<file path="config.mk">
export PLATFORM = sky130hd
export DESIGN_NAME = m6502_sequencer
export DESIGN_NICKNAME = d
export VERILOG_FILES = /design/src/rtl/m6502_sequencer.sv
export SDC_FILE = /design/constraint.sdc
export NUM_CORES = 1
export LEC_CHECK = 0
export CAP_MARGIN = 30
export CORE_MARGIN = 5
export CORE_UTILIZATION = 38
export CTS_CLUSTER_SIZE = 40
export DETAILED_ROUTE_END_ITERATION = 10
export PLACE_DENSITY = 0.86
export SYNTH_ARGS = -nofsm -noshare
export SYNTH_HDL_FRONTEND = slang
export SYNTH_SLANG_ARGS = --single-unit
</file>
<file path="constraint.sdc">
create_clock -name clock -period 7.38 [get_ports clock]
set_input_delay 1.845 -clock clock [delete_from_list [all_inputs] [get_ports clock]]
set_output_delay 1.845 -clock clock [all_outputs]
set_load 0.01 [all_outputs]
</file>
<file path="src/rtl/m6502_sequencer.sv">
// m6502_sequencer: one-hot T-state ring, instruction register and opcode decode into datapath enables.
// Zero latency: enables decode the current T-state; ready low stalls read cycles, write cycles always complete.
// Optional illegal-opcode trap when M6502_ILLEGAL_TRAP_EN is defined; otherwise illegal opcodes run as NOP.
module m6502_sequencer #(
  parameter int TIMING_WIDTH = 8,
  parameter int ENABLE_WIDTH = 64
) (
  input  logic                    clock,
  input  logic                    reset,
  input  logic                    ready,
  input  logic [7:0]              data_in,
  output logic [TIMING_WIDTH-1:0] timing,
  output logic [7:0]              opcode,
  output logic                    sync,
  output logic [ENABLE_WIDTH-1:0] enables,
  output logic                    illegal
);

  // Enable bit indices, shared with the datapath.
  localparam int EN_TIMING_RESET = 0;
  localparam int EN_IR_LOAD      = 1;
  localparam int EN_PC_INC       = 2;
  localparam int EN_PC_LOAD      = 3;
  localparam int EN_ADL_LOAD     = 4;
  localparam int EN_ADH_LOAD     = 5;
  localparam int EN_ADDR_SEL_AD  = 6;
  localparam int EN_RA_DATA_IN_Q = 7;
  localparam int EN_RX_DATA_IN_Q = 8;
  localparam int EN_RY_DATA_IN_Q = 9;
  localparam int EN_WRITE_EN     = 10;

  localparam logic [7:0] OP_NOP     = 8'hEA;
  localparam logic [7:0] OP_LDA_IMM = 8'hA9;
  localparam logic [7:0] OP_LDX_IMM = 8'hA2;
  localparam logic [7:0] OP_LDY_IMM = 8'hA0;
  localparam logic [7:0] OP_JMP_ABS = 8'h4C;
  localparam logic [7:0] OP_LDA_ABS = 8'hAD;
  localparam logic [7:0] OP_STA_ABS = 8'h8D;

  localparam logic [TIMING_WIDTH-1:0] T0 = TIMING_WIDTH'(1);

  typedef enum logic {ST_RUN, ST_TRAP} mode_t;

  mode_t                   mode_q, mode_d;
  logic [TIMING_WIDTH-1:0] timing_q, timing_d;
  logic [7:0]              opcode_q, opcode_d;
  logic [ENABLE_WIDTH-1:0] dec_en;
  logic                    go;
  logic                    trap_now;

  always_comb begin
    dec_en = '0;
    if (timing_q[0]) begin
      dec_en[EN_IR_LOAD] = 1'b1;
      dec_en[EN_PC_INC]  = 1'b1;
    end else if (timing_q[1]) begin
      case (opcode_q)
        OP_NOP: dec_en[EN_TIMING_RESET] = 1'b1;
        OP_LDA_IMM: begin
          dec_en[EN_PC_INC]       = 1'b1;
          dec_en[EN_RA_DATA_IN_Q] = 1'b1;
          dec_en[EN_TIMING_RESET] = 1'b1;
        end
        OP_LDX_IMM: begin
          dec_en[EN_PC_INC]       = 1'b1;
          dec_en[EN_RX_DATA_IN_Q] = 1'b1;
          dec_en[EN_TIMING_RESET] = 1'b1;
        end
        OP_LDY_IMM: begin
          dec_en[EN_PC_INC]       = 1'b1;
          dec_en[EN_RY_DATA_IN_Q] = 1'b1;
          dec_en[EN_TIMING_RESET] = 1'b1;
        end
        OP_JMP_ABS, OP_LDA_ABS, OP_STA_ABS: begin
          dec_en[EN_PC_INC]   = 1'b1;
          dec_en[EN_ADL_LOAD] = 1'b1;
        end
        default: begin
`ifndef M6502_ILLEGAL_TRAP_EN
          dec_en[EN_TIMING_RESET] = 1'b1;
`endif
        end
      endcase
    end else if (timing_q[2]) begin
      case (opcode_q)
        OP_JMP_ABS: begin
          dec_en[EN_ADH_LOAD]     = 1'b1;
          dec_en[EN_PC_LOAD]      = 1'b1;
          dec_en[EN_TIMING_RESET] = 1'b1;
        end
        OP_LDA_ABS, OP_STA_ABS: begin
          dec_en[EN_PC_INC]   = 1'b1;
          dec_en[EN_ADH_LOAD] = 1'b1;
        end
        default: ;
      endcase
    end else if (timing_q[3]) begin
      case (opcode_q)
        OP_LDA_ABS: begin
          dec_en[EN_ADDR_SEL_AD]  = 1'b1;
          dec_en[EN_RA_DATA_IN_Q] = 1'b1;
          dec_en[EN_TIMING_RESET] = 1'b1;
        end
        OP_STA_ABS: begin
          dec_en[EN_ADDR_SEL_AD]  = 1'b1;
          dec_en[EN_WRITE_EN]     = 1'b1;
          dec_en[EN_TIMING_RESET] = 1'b1;
        end
        default: ;
      endcase
    end
  end

  // Write cycles cannot be stretched by the memory, so they ignore ready.
  assign go = ready | dec_en[EN_WRITE_EN];

`ifdef M6502_ILLEGAL_TRAP_EN
  logic op_legal;

  always_comb begin
    op_legal = 1'b0;
    case (opcode_q)
      OP_NOP, OP_LDA_IMM, OP_LDX_IMM, OP_LDY_IMM,
      OP_JMP_ABS, OP_LDA_ABS, OP_STA_ABS: op_legal = 1'b1;
      default: ;
    endcase
  end

  assign trap_now = (mode_q == ST_RUN) & timing_q[1] & ~op_legal;
  assign illegal  = (mode_q == ST_TRAP);
`else
  assign trap_now = 1'b0;
  assign illegal  = 1'b0;
`endif

  always_comb begin
    mode_d   = mode_q;
    timing_d = timing_q;
    opcode_d = opcode_q;
    if (mode_q == ST_RUN && go) begin
      if (timing_q[0]) opcode_d = data_in;
      if (trap_now)
        mode_d = ST_TRAP;
      else if (dec_en[EN_TIMING_RESET])
        timing_d = T0;
      else
        // Rotation wraps T(N-1) back to T0 as a safety net.
        timing_d = {timing_q[TIMING_WIDTH-2:0], timing_q[TIMING_WIDTH-1]};
    end
  end

  always_ff @(posedge clock) begin
    if (reset) begin
      mode_q   <= ST_RUN;
      timing_q <= T0;
      opcode_q <= OP_NOP;
    end else begin
      mode_q   <= mode_d;
      timing_q <= timing_d;
      opcode_q <= opcode_d;
    end
  end

  always_comb begin
    enables = '0;
    if (reset)
      enables[EN_TIMING_RESET] = 1'b1;
    else if (mode_q == ST_RUN && go)
      enables = dec_en;
  end

  assign timing = timing_q;
  assign opcode = opcode_q;
  assign sync   = timing_q[0];

endmodule

</file>
* After elaboration in Yosys (flattened, before gate mapping)
Index checks and enable logic that the tools add are counted.
** Storage, ports and cells
- Register bits after elaboration :: 16
- Input port bits :: 11
- Output and inout port bits :: 82
- Logic and storage cells :: 47
** Cells by class
- Eq/ne operators :: 6
- Mux-type cells :: 34
- Bitwise gates (word level) :: 1
- Reductions and logical operators :: 4
** Operator list (count)
- $mux 63 :: 1
- $eq 8x8->1 const B :: 5
- $mux 1 :: 25
- $mux 8 :: 2
- $mux 11 :: 1
- $mux 2 :: 5
- $eq 8x7->1 const B :: 1
- $reduce_or 6->1 :: 1
- $reduce_or 3->1 :: 1
- $reduce_and 2->1 :: 1
- $reduce_or 2->1 :: 1
- $or 1x1->1 :: 1

* Depth between registers and ports, before layout
Gate-level depths: netlist (run 1).
- Word-level depth :: 10
- Gate-level depth with buffers :: 5
- Gate-level depth less buffers :: 4

* Least setup slack after synthesis (run 1)
No wires, ideal clock.
- Path type :: input to output
- Start point :: input reset
- End point :: output enables[6]
- Arrival :: 2764 ps
- Data required time :: 5535 ps
- Slack :: 2771 ps
- Cell stages on the path :: 3
- Path buffers :: 1
- Cell sequence :: clkbuf_1 > or3_4 > nor4_1
** Between the ends
- Word-level cells in the longest chain between the ends :: 1
** RTL lines
- start: declaration :: RTL line 9 : input logic reset,
- $mux 63 :: RTL line 166 : if (reset)
- end: declaration :: RTL line 15 : output logic [ENABLE_WIDTH-1:0] enables,
Every way passes these cells.

* Final worst setup path (run 1)
- Start point :: input ready
- End point :: output enables[7]
** Between the ends
- Word-level cells in the longest chain between the ends :: 3
** RTL lines
- start: declaration :: RTL line 10 : input logic ready,
- $or 1x1->1 :: RTL line 115 : assign go = ready | dec_en[EN_WRITE_EN];
- $mux 11 :: RTL line 168 : else if (mode_q == ST_RUN && go)
- $mux 63 :: RTL line 166
Every way passes these cells.

==> results of run 1 <==
[critical path, stage by stage]
cell	delay, ps
sky130_fd_sc_hd__clkdlybuf4s50_1	670
sky130_fd_sc_hd__inv_1	180
sky130_fd_sc_hd__o41a_4	170
sky130_fd_sc_hd__or3_4	380
sky130_fd_sc_hd__nor4_2	240
sky130_fd_sc_hd__clkdlybuf4s50_1	570
[cell families after synthesis]
kind of cell | Yosys count | synth area share
simple gates | 51 | 0.237
flops | 16 | 0.241
compound gates | 27 | 0.172
other cells | 1 | 0.00282
buf+inv | 68 | 0.348
[cell usage in the layout (no fill, tap or decap), drive strengths merged, types with 2 or more instances in the layout]
cell	count
and2	2
nand2b	2
a21oi	6
or3	5
o32ai	5
clkdlybuf4s50	38
clkbuf	3
nor4	3
a211o	5
nand3b	4
nor2	6
dfxtp	16
or4b	2
a21o	2
o41ai	2
nand2	9
conb	54
nand4	2
inv	7
and3	5
nor3	2
o32a	2
nand3	3
[cell type report]
| class | instances | area, µm² | area share |
|---|---|---|---|
| inverters | 7 | 26.3 | 0.0168 |
| repair buffers | 39 | 388 | 0.248 |
| multi-input cells | 132 | 747 | 0.478 |
| flip-flops and latches | 16 | 320 | 0.205 |
| clock buffers | 3 | 22.5 | 0.0144 |
| well taps | 46 | 57.6 | 0.0369 |
[stage by stage]
step / area, µm² / cells
6_report: 1560 / 243
3_3_place_gp: 1540 / 240
5_1_grt: 1560 / 243
2_1_floorplan: 1530 / 216
3_5_place_dp: 1540 / 240
4_1_cts: 1560 / 243
[flip-flops by register name, summed over array words and instances, names as in the netlist]
register / cells
opcode: 8
timing: 8
[layer usage]
layer  GRT usage  part of all wire  wire [µm]
met3      0.0232             0.099        298
met1       0.139              0.41       1230
met5           0                 0          0
met4      0.0607             0.016         49
met2       0.203              0.48       1450
[worst max-delay path by stage]
stage | from | to | cells past startpoint
3_3_place_gp | ready | enables[7] | 6
4_1_cts | ready | enables[7] | 6
6_report | ready | enables[7] | 6
5_1_grt | ready | enables[7] | 6
3_5_place_dp | ready | enables[7] | 6
2_1_floorplan | reset | enables[6] | 3
[power groups by stage]
stage | Combinational [µW] | Clock (µW) | Sequential [µW]
5_1_grt | 58.5 | 51.2 | 102
6_report | 53.8 | 45.1 | 101
4_1_cts | 53.1 | 46.5 | 100
3_3_place_gp | 52.3 | 0 | 102
2_1_floorplan | 54.2 | 0 | 100
3_5_place_dp | 52.9 | 0 | 102
[Yosys cell counts]
| cell type | instances |
|---|---|
| sky130_fd_sc_hd__or3_4 | 1 |
| sky130_fd_sc_hd__o41a_4 | 1 |
| sky130_fd_sc_hd__nand3b_1 | 4 |
| sky130_fd_sc_hd__a21oi_1 | 6 |
| sky130_fd_sc_hd__nor3_1 | 2 |
| sky130_fd_sc_hd__nand4_1 | 2 |
| sky130_fd_sc_hd__o32ai_1 | 5 |
| sky130_fd_sc_hd__or3b_2 | 1 |
| sky130_fd_sc_hd__conb_1 | 1 |
| sky130_fd_sc_hd__and3_1 | 5 |
| sky130_fd_sc_hd__o41ai_2 | 1 |
| sky130_fd_sc_hd__nor2b_1 | 1 |
| sky130_fd_sc_hd__or4b_4 | 1 |
| sky130_fd_sc_hd__o211ai_1 | 1 |
| sky130_fd_sc_hd__and2_1 | 2 |
| sky130_fd_sc_hd__or4b_1 | 1 |
| sky130_fd_sc_hd__or3_1 | 4 |
| sky130_fd_sc_hd__o32a_1 | 2 |
| sky130_fd_sc_hd__a21o_1 | 2 |
| sky130_fd_sc_hd__nand2_1 | 9 |
| sky130_fd_sc_hd__dfxtp_1 | 16 |
| sky130_fd_sc_hd__or4_1 | 1 |
| sky130_fd_sc_hd__nor4_2 | 1 |
| sky130_fd_sc_hd__a211oi_1 | 1 |
| sky130_fd_sc_hd__buf_2 | 1 |
| sky130_fd_sc_hd__nand2b_1 | 2 |
| sky130_fd_sc_hd__a211o_1 | 5 |
| sky130_fd_sc_hd__a41oi_1 | 1 |
| sky130_fd_sc_hd__clkbuf_1 | 5 |
| sky130_fd_sc_hd__nand3_1 | 3 |
| sky130_fd_sc_hd__nor4b_1 | 1 |
| sky130_fd_sc_hd__a31oi_1 | 1 |
| sky130_fd_sc_hd__buf_4 | 55 |
| sky130_fd_sc_hd__o41ai_1 | 1 |
| sky130_fd_sc_hd__nor4_1 | 2 |
| sky130_fd_sc_hd__nand4bb_1 | 1 |
| sky130_fd_sc_hd__inv_1 | 7 |
| sky130_fd_sc_hd__nor2_1 | 6 |
| sky130_fd_sc_hd__nor3b_1 | 1 |
==> metrics.log, run 1 <==
[metrics] run status: finished clean
[metrics] R2R Path End: timing[7]$_SDFFE_PP0N_
[metrics] Logic pwr share: 0.270
[metrics] Final Max Slew Viols: 0
[metrics] last weighted congestion value of the routability-driven placer: 0.875
[metrics] worst hold-check path type: flip-flop to flip-flop
[metrics] sequential-to-total area share from yosys stat: 0.241
[metrics] part of the cycle the worst path needs: 0.799
[metrics] remaining antenna violation count: 0
[metrics] max frequency: 0.170 GHz
[metrics] setup TNS: 0 ps
[metrics] total of warnings raised by yosys: 0
[metrics] Diodes inserted: 0
[metrics] TritonCTS clock tree: built
[metrics] flop and latch count out of synthesis: 16
[metrics] worst path arrival time: 4050 ps
[metrics] number of vias per cell after detailed routing: 4.51
[metrics] first-pass GRT wire length: 4.78 mm
[metrics] number of DRC violations after detailed routing: 0
[metrics] cell internal power dissipation: 133 µW
[metrics] Reg2Reg Depth: 4
[metrics] total wirelength of the detailed-routed design: 3.02 mm
[metrics] post-cts resize count: 0
[metrics] hold_ws: 499 ps
[metrics] hold path cells: 2
[metrics] FF-to-FF Start: opcode[5]$_SDFFE_PP1P_
[metrics] post-route clock skew: 1.12 ps
[metrics] number of optimization iterations in the first detailed-route pass: 4
[metrics] min setup slack post-route: roughly 1500 ps
[metrics] Overflow after GRT: 0
[metrics] proportion of power drawn by flip-flops and latches: 0.504
[metrics] via count: 1,097
[metrics] # rows: 21
[metrics] starting density of the core: 0.396
[metrics] CP Max Fanout: 11
[metrics] switching share of total power: 0.333
[metrics] main area contributors after synthesis: sky130_fd_sc_hd__buf_4 31%, sky130_fd_sc_hd__dfxtp_1 24%, sky130_fd_sc_hd__a211o_1 3.3%
[metrics] chip width: 69.2 µm
[metrics] Worst Hold End: timing[7]$_SDFFE_PP0N_
[metrics] number of antenna violations at the first check in global routing: 0
[metrics] Core Area: 3360 µm²
[metrics] Worst Tran Pin Value: 849 ps
[metrics] CTS root buffer: sky130_fd_sc_hd__clkbuf_4
[metrics] pre-CTS setup slack: 1470 ps
[metrics] hold bufs inserted after CTS: 0
[metrics] layout net count: 210
[metrics] Post-CTS Setup Bufs: 0
[metrics] Die Y: 69.2 µm
[metrics] growth of design area from synthesis to finish: 17.3%
[metrics] Final Hold Fails: 0
[metrics] Total Die Area: between 4000 and 5000 µm²
[metrics] post-synthesis cell area: 1330 µm²
[metrics] via count of the first global-routing pass: slightly above 1,000
[metrics] unrepaired setup endpoints after global routing: no
[metrics] overall power: 199 µW
[metrics] hold_sp: timing[6]$_SDFFE_PP0N_
[metrics] Yosys cell types: 39
[metrics] gate count of the mapped netlist: 163
[metrics] clock sink total: 16
[metrics] max-capacitance violation count: 0
[metrics] global-route usage over all layers: 0.119
[metrics] number of DRC markers after the initial detailed-route iteration: 55
[metrics] final-report setup violation count: 0
[metrics] maximum number of pins on one net before global-route repair: 28
[metrics] CTS clk-pin slew, worst paths: 90 ps
[metrics] DP HPWL: 2.41 mm
[metrics] part of the power in the clock network: 0.226
[metrics] maximum buffer depth of the clock tree: 2
[metrics] drt wl/cell: 12.4 µm
[metrics] Buffers on Ports: 38
[metrics] mean area per synthesized cell: 8.17 µm²
[metrics] Worst VDD drop: ~0.058 mV
[metrics] reported leakage power: 0.000634 µW
[metrics] post-layout util: 0.464
[metrics] relative max-transition margin: 0.432
[metrics] slack of the worst reg-to-reg path: around 5200 ps
[metrics] cell area power density: 128 nW/µm²
[metrics] clock latency at the later pin of the worst-skew pair: 280 ps
[metrics] number of ports placed on the die boundary: a little over 90
[metrics] fill cell count: 364
[metrics] share of layout cells above drive strength 1: 0.0508
[metrics] post-synth top area share: 0.310
[metrics] critical path capture point type: primary output
[metrics] Inserted Clock Buffers: 3
[metrics] number of H-tree levels: 1
[metrics] switching power total: 66.5 µW
[metrics] min cycle time layout: 5900 ps
[metrics] required time at the worst-slack endpoint: 5540 ps
[metrics] biggest area consumer among synthesized cells: sky130_fd_sc_hd__buf_4
[metrics] Critical Path Source Type: input pin
[metrics] Crit Path Class: input pin to primary output
Power figures use the tool's default switching activity.
==> run 2, diff against run 1 <==
--- a/config.mk
+++ b/config.mk
@@ -7,10 +7,10 @@
 export LEC_CHECK = 0
 export CAP_MARGIN = 30
 export CORE_MARGIN = 5
-export CORE_UTILIZATION = 38
+export CORE_UTILIZATION = 35
 export CTS_CLUSTER_SIZE = 40
 export DETAILED_ROUTE_END_ITERATION = 10
-export PLACE_DENSITY = 0.86
+export PLACE_DENSITY = 0.8
 export SYNTH_ARGS = -nofsm -noshare
 export SYNTH_HDL_FRONTEND = slang
 export SYNTH_SLANG_ARGS = --single-unit
==> constraint.sdc (replaced) <==
create_clock -name clock -period 5.9 [get_ports clock]
set_input_delay 1.475 -clock clock [delete_from_list [all_inputs] [get_ports clock]]
set_output_delay 1.475 -clock clock [all_outputs]
set_load 0.01 [all_outputs]
==> run 2 against run 1 <==
  * Critical path depth unchanged
  * Flip-flop and latch count unchanged
  * Wire length decreased by 0.33%
  * Non-clock buffer count unchanged
  * Setup slack got worse by 730 ps
  * Worst hold slack improved by 6.7 ps
  * Utilization decreased by 3.2 points
  * First-iteration DRC count decreased by 3.6%
==> metrics.log, run 2 (synthesis gave the netlist of run 1 again) <==
[metrics] drt wl/cell: 12.3 µm
[metrics] Final Non-Filler Cells: 245
[metrics] setup TNS: 0 ps
[metrics] Inserted Clock Buffers: 3
[metrics] last weighted congestion value of the routability-driven placer: roughly 0.83
[metrics] post-route clock skew: 0.646 ps
[metrics] growth of design area from synthesis to finish: 18.9%
[metrics] hold bufs inserted after CTS: 0
[metrics] number of optimization iterations in the first detailed-route pass: 4
[metrics] routing usage on met1: 0.133
[metrics] Total Die Area: 5140 µm²
[metrics] DP HPWL: 2.40 mm
[metrics] Diodes inserted: 0
[metrics] global-route usage over all layers: 0.108
[metrics] Reg2Reg Depth: 4
[metrics] number of ports placed on the die boundary: 93
[metrics] share of layout cells above drive strength 1: 0.0508
[metrics] Die Y: 71.7 µm
[metrics] number of vias per cell after detailed routing: 4.53
[metrics] maximum number of pins on one net before global-route repair: 28
[metrics] Worst Tran Pin Value: 806 ps
[metrics] CP Max Fanout: 11
[metrics] reported leakage power: 0.000642 µW
[metrics] overall power: 271 µW
[metrics] total wirelength of the detailed-routed design: 3.01 mm
[metrics] unrepaired setup endpoints after global routing: no
[metrics] number of DRC markers after the initial detailed-route iteration: 53
[metrics] layout net count: 210
[metrics] maximum buffer depth of the clock tree: 2
[metrics] first-pass GRT wire length: 4.45 mm
[metrics] post-cts resize count: 0
[metrics] clock sink total: 16
[metrics] R2R Path End: timing[7]$_SDFFE_PP0N_
[metrics] CTS clk-pin slew, worst paths: 60 ps
[metrics] # rows: 22
[metrics] TritonCTS clock tree: built
[metrics] Overflow after GRT: 0
[metrics] most crowded layer after global routing: met2
[metrics] number of antenna violations at the first check in global routing: 0
[metrics] most frequent cells in the layout: 54 x sky130_fd_sc_hd__conb_1, 38 x sky130_fd_sc_hd__clkdlybuf4s50_1, 16 x sky130_fd_sc_hd__dfxtp_1
[metrics] Final Hold Fails: 0
[metrics] number of H-tree levels: 1
[metrics] Core Area: between 3000 and 4000 µm²
[metrics] hold_sp: timing[5]$_SDFFE_PP0N_
[metrics] slack of the worst reg-to-reg path: 3750 ps
[metrics] critical path capture point type: primary output
[metrics] Worst Hold End: timing[5]$_SDFFE_PP0N_
[metrics] run status: finished clean
[metrics] cell area power density: 171 nW/µm²
[metrics] relative max-transition margin: 0.461
[metrics] chip width: 71.7 µm
[metrics] via count of the first global-routing pass: 938
[metrics] CTS root buffer: sky130_fd_sc_hd__clkbuf_8
[metrics] commonest non-fill, non-tap cell in the layout: sky130_fd_sc_hd__conb_1
[metrics] Post-CTS Setup Bufs: 0
[metrics] max-capacitance violation count: 0
[metrics] max frequency: 0.194 GHz
[metrics] via count: 1,110
[metrics] hold path cells: 2
[metrics] clock latency at the later pin of the worst-skew pair: 240 ps
[metrics] Final Max Slew Viols: 0
[metrics] FF-to-FF Start: opcode[5]$_SDFFE_PP1P_
[metrics] part of the cycle the worst path needs: 0.872
[metrics] final-report setup violation count: 0
[metrics] required time at the worst-slack endpoint: 4430 ps
[metrics] Buffers on Ports: 38
[metrics] met2 track utilization from global routing: 0.172
[metrics] Critical Path Source Type: input pin
[metrics] met3 demand-to-capacity share in global routing: 0.0337
[metrics] total instance count after detailed placement: 242
[metrics] min cycle time layout: 5150 ps
[metrics] Worst VDD drop: ~0.11 mV
[metrics] Crit Path Class: input pin to primary output
[metrics] worst hold-check path type: flip-flop to flip-flop
[metrics] remaining antenna violation count: 0
[metrics] worst path arrival time: 3670 ps
[metrics] starting density of the core: 0.364
[metrics] number of DRC violations after detailed routing: 0
[run 2: critical path: stages]
cell,delay (ps)
sky130_fd_sc_hd__clkdlybuf4s50_1,660
sky130_fd_sc_hd__inv_1,160
sky130_fd_sc_hd__o41a_4,160
sky130_fd_sc_hd__or3_4,380
sky130_fd_sc_hd__nor4_2,250
sky130_fd_sc_hd__clkdlybuf4s50_1,580
[run 2: worst max-delay path by stage]
| stage | startpoint | endpoint | depth (start not counted) |
|---|---|---|---|
| after floorplan | reset | enables[6] | 3 |
| after global placement | ready | enables[6] | 6 |
| after detailed placement | ready | enables[7] | 6 |
| after CTS | ready | enables[7] | 6 |
| after global routing | ready | enables[7] | 6 |
| final | ready | enables[7] | 6 |
[run 2: metal layers]
| layer | vias to the layer above | share of wire |
|---|---|---|
| met3 | 4 | 0.11 |
| li1 | 540 | - |
| met1 | 517 | 0.39 |
| met4 | 0 | 0.015 |
| met5 | - | 0 |
| met2 | 49 | 0.48 |
[run 2: power by group]
group | internal, µW | total, µW | switching, µW
Sequential | 114 | 125 | 11.4
Clock | 45.2 | 78.9 | 33.7
Combinational | 28.9 | 67.0 | 38.1
[run 2: area by class of cell]
cell class / count / area (µm²)
fillers: 372 / 2080
flip-flops and latches: 16 / 320
inverters: 7 / 26.3
well taps: 48 / 60.1
clock buffers: 3 / 41.3
repair buffers: 39 / 388
multi-input cells: 132 / 747
[run 2: stage by stage]
stage	hold slack [ps]	util	worst slack (ps)	area, µm²
floorplan	505	-	2030	1530
global placement	487	0.421	773	1540
detailed placement	493	0.421	743	1540
CTS	503	0.432	742	1580
global route	520	0.432	626	1580
finish	505	0.432	754	1580
==> run 3, diff against run 2 <==
==> constraint.sdc (replaced) <==
create_clock -name clock -period 5.9 [get_ports clock]
set_input_delay 1.475 -clock clock [delete_from_list [all_inputs] [get_ports clock]]
set_output_delay 1.475 -clock clock [all_outputs]
set_load 0.05 [all_outputs]
==> run 3 against run 2 <==
  * First-iteration DRC count fell by 57%
  * Final area grew 1.3%
  * Largest power group is now combinational logic
  * Non-clock buffer count is 1 higher
  * Maximum frequency grew 0.29%
  * Via count is 2.3% higher
  * Cell count increased by 0.82%
  * Power is 38% higher
  * Clock skew is 1.7 ps higher
  * Setup slack gained 15 ps
  * Worst hold slack worse by 9.9 ps
==> metrics.log, run 3 (synthesis gave the netlist of run 1 again) <==
[metrics] run status: finished clean
[metrics] total stage count of the critical path: 6
[metrics] part of the power in the clock network: 0.263
[metrics] worst path arrival time: 3660 ps
[metrics] clock latency at the later pin of the worst-skew pair: 250 ps
[metrics] Critical Path Source Type: input pin
[metrics] pre-CTS setup slack: approximately 750 ps
[metrics] Overflow after GRT: 0
[metrics] switching power total: 172 µW
[metrics] hold bufs inserted after CTS: 0
[metrics] chip width: 71.7 µm
[metrics] total wirelength of the detailed-routed design: a little over 3 mm
[metrics] fill cell count: 378
[metrics] post-route clock skew: 2.32 ps
[metrics] slack of the worst reg-to-reg path: around 3700 ps
[metrics] reported leakage power: 0.000654 µW
[metrics] cell internal power dissipation: 202 µW
[metrics] layout net count: 211
[metrics] most frequent cell on the critical path: sky130_fd_sc_hd__clkdlybuf4s50_1
[metrics] family with the most delay on the worst path: buffers and inverters
[metrics] # rows: 22
[metrics] clock sink total: 16
[metrics] Post-CTS Setup Bufs: 0
[metrics] number of DRC violations after detailed routing: 0
[metrics] switching share of total power: 0.459
[metrics] Worst VDD drop: 0.153 mV
[metrics] CP Max Fanout: 8
[metrics] most frequent cells in the layout: 54 x sky130_fd_sc_hd__conb_1, 38 x sky130_fd_sc_hd__clkdlybuf4s50_1, 16 x sky130_fd_sc_hd__dfxtp_1
[metrics] share of layout cells above drive strength 1: 0.0603
[metrics] Core Area: 3660 µm²
[metrics] proportion of power drawn by flip-flops and latches: 0.336
[metrics] Final Max Slew Viols: 0
[metrics] DP HPWL: 2.48 mm
[metrics] total instance count after detailed placement: around 240
[metrics] Worst Tran Pin Value: 865 ps
[metrics] growth of design area from synthesis to finish: 20.5%
[metrics] Die Y: 71.7 µm
[metrics] via count: 1,135
[metrics] Inserted Clock Buffers: 3
[metrics] commonest non-fill, non-tap cell in the layout: sky130_fd_sc_hd__conb_1
[metrics] first-pass GRT wire length: 4.62 mm
[metrics] setup TNS: 0 ps
[metrics] met2 wire len: 1.51 mm
[metrics] min setup slack post-route: 769 ps
[metrics] remaining antenna violation count: 0
[metrics] Final Non-Filler Cells: 247
[metrics] min cycle time layout: 5130 ps
[metrics] CTS root buffer: sky130_fd_sc_hd__clkbuf_8
[metrics] final-report setup violation count: 0
[metrics] slowest stage cell on the critical path: sky130_fd_sc_hd__clkdlybuf4s50_1
[metrics] TritonCTS clock tree: built
[metrics] Diodes inserted: 0
[metrics] critical path capture point type: primary output
[metrics] Crit Path Class: input pin to primary output
[metrics] detailed-routing wirelength on met1: 1.26 mm
[metrics] required time at the worst-slack endpoint: 4430 ps
[metrics] global-route usage over all layers: 0.111
[metrics] starting density of the core: 0.364
[metrics] drt wl/cell: 12.6 µm
[metrics] number of antenna violations at the first check in global routing: 0
[metrics] Logic pwr share: 0.401
[metrics] hold path cells: 2
[metrics] max-capacitance violation count: 0
[metrics] max frequency: 0.195 GHz
[metrics] maximum number of pins on one net before global-route repair: 19
[metrics] number of ports placed on the die boundary: 93
[metrics] Worst Path Buf+Inv: 3
[metrics] number of optimization iterations in the first detailed-route pass: 5
[metrics] Total Die Area: 5140 µm²
[metrics] top layer reached by signal wires: met4
[metrics] worst hold-check path type: flip-flop to flip-flop
[metrics] part of the cycle the worst path needs: 0.870
[metrics] number of H-tree levels: 1
[metrics] number of vias per cell after detailed routing: between 4 and 5
[metrics] last weighted congestion value of the routability-driven placer: 0.920
[metrics] post-cts resize count: 0
[metrics] cell area power density: 233 nW/µm²
[metrics] relative max-transition margin: 0.421
[metrics] Buffers on Ports: 38
[metrics] unrepaired setup endpoints after global routing: no
[metrics] metal3 WL: 315 µm
[metrics] Reg2Reg Depth: 4
[metrics] CP peak stage delay: 870 ps
[metrics] CTS clk-pin slew, worst paths: ~70 ps
[metrics] Final Hold Fails: 0
[metrics] hold_ws: 495 ps
[metrics] maximum buffer depth of the clock tree: 2
[metrics] number of DRC markers after the initial detailed-route iteration: 23
[metrics] cell-by-cell listing of the critical path: clkdlybuf4s50_1 > inv_1 > o41a_4 > or3_4 > nor4_1 > clkdlybuf4s50_1
[metrics] via count of the first global-routing pass: approximately 940
-- run 3: changes by cell type in the layout (fill, tap and decap cells not counted), sizes merged --
cell,before,now
buf,1,2
clkbuf,3,4
-- run 3: metrics by stage --
stage	util	total power, µW	instance area [µm²]
floorplan	-	277	1530
global placement	0.423	275	1550
detailed placement	0.423	276	1550
CTS	0.438	372	1600
global route	0.438	388	1600
finish	0.438	374	1600
-- run 3: worst min-delay path, stage by stage, from the launching register on --
cell,delay [ps]
sky130_fd_sc_hd__dfxtp_1,310
sky130_fd_sc_hd__inv_1,60
sky130_fd_sc_hd__o41ai_1,80
-- run 3: final timing paths --
path,start,end
worst max-delay path,ready,enables[6]
worst min-delay path,timing[6]$_SDFFE_PP0N_,timing[7]$_SDFFE_PP0N_
worst max register to register,timing[0]$_SDFFE_PP1N_,timing[6]$_SDFFE_PP0N_
worst min register to register,timing[6]$_SDFFE_PP0N_,timing[7]$_SDFFE_PP0N_
-- run 3: power by group through the flow --
stage	registers [µW]	clock network [µW]	logic [µW]
CTS	125	97.4	149
finish	126	98.5	150
detailed placement	128	0	149
floorplan	143	0	134
global route	127	104	156
global placement	127	0	148
-- run 3: metal layers --
| metal | global-route usage | vias up |
|---|---|---|
| met1 | 0.144 | 528 |
| met4 | 0.0522 | 0 |
| met3 | 0.0266 | 4 |
| met5 | 0 | - |
| li1 | - | 541 |
| met2 | 0.172 | 62 |
-- run 3: layout make-up --
type                    count  area (µm²)  area share
clock buffers               4        55.1      0.0343
inverters                   7        26.3      0.0164
multi-input cells         132         747       0.466
flip-flops and latches     16         320       0.200
well taps                  48        60.1      0.0374
repair buffers             40         395       0.246
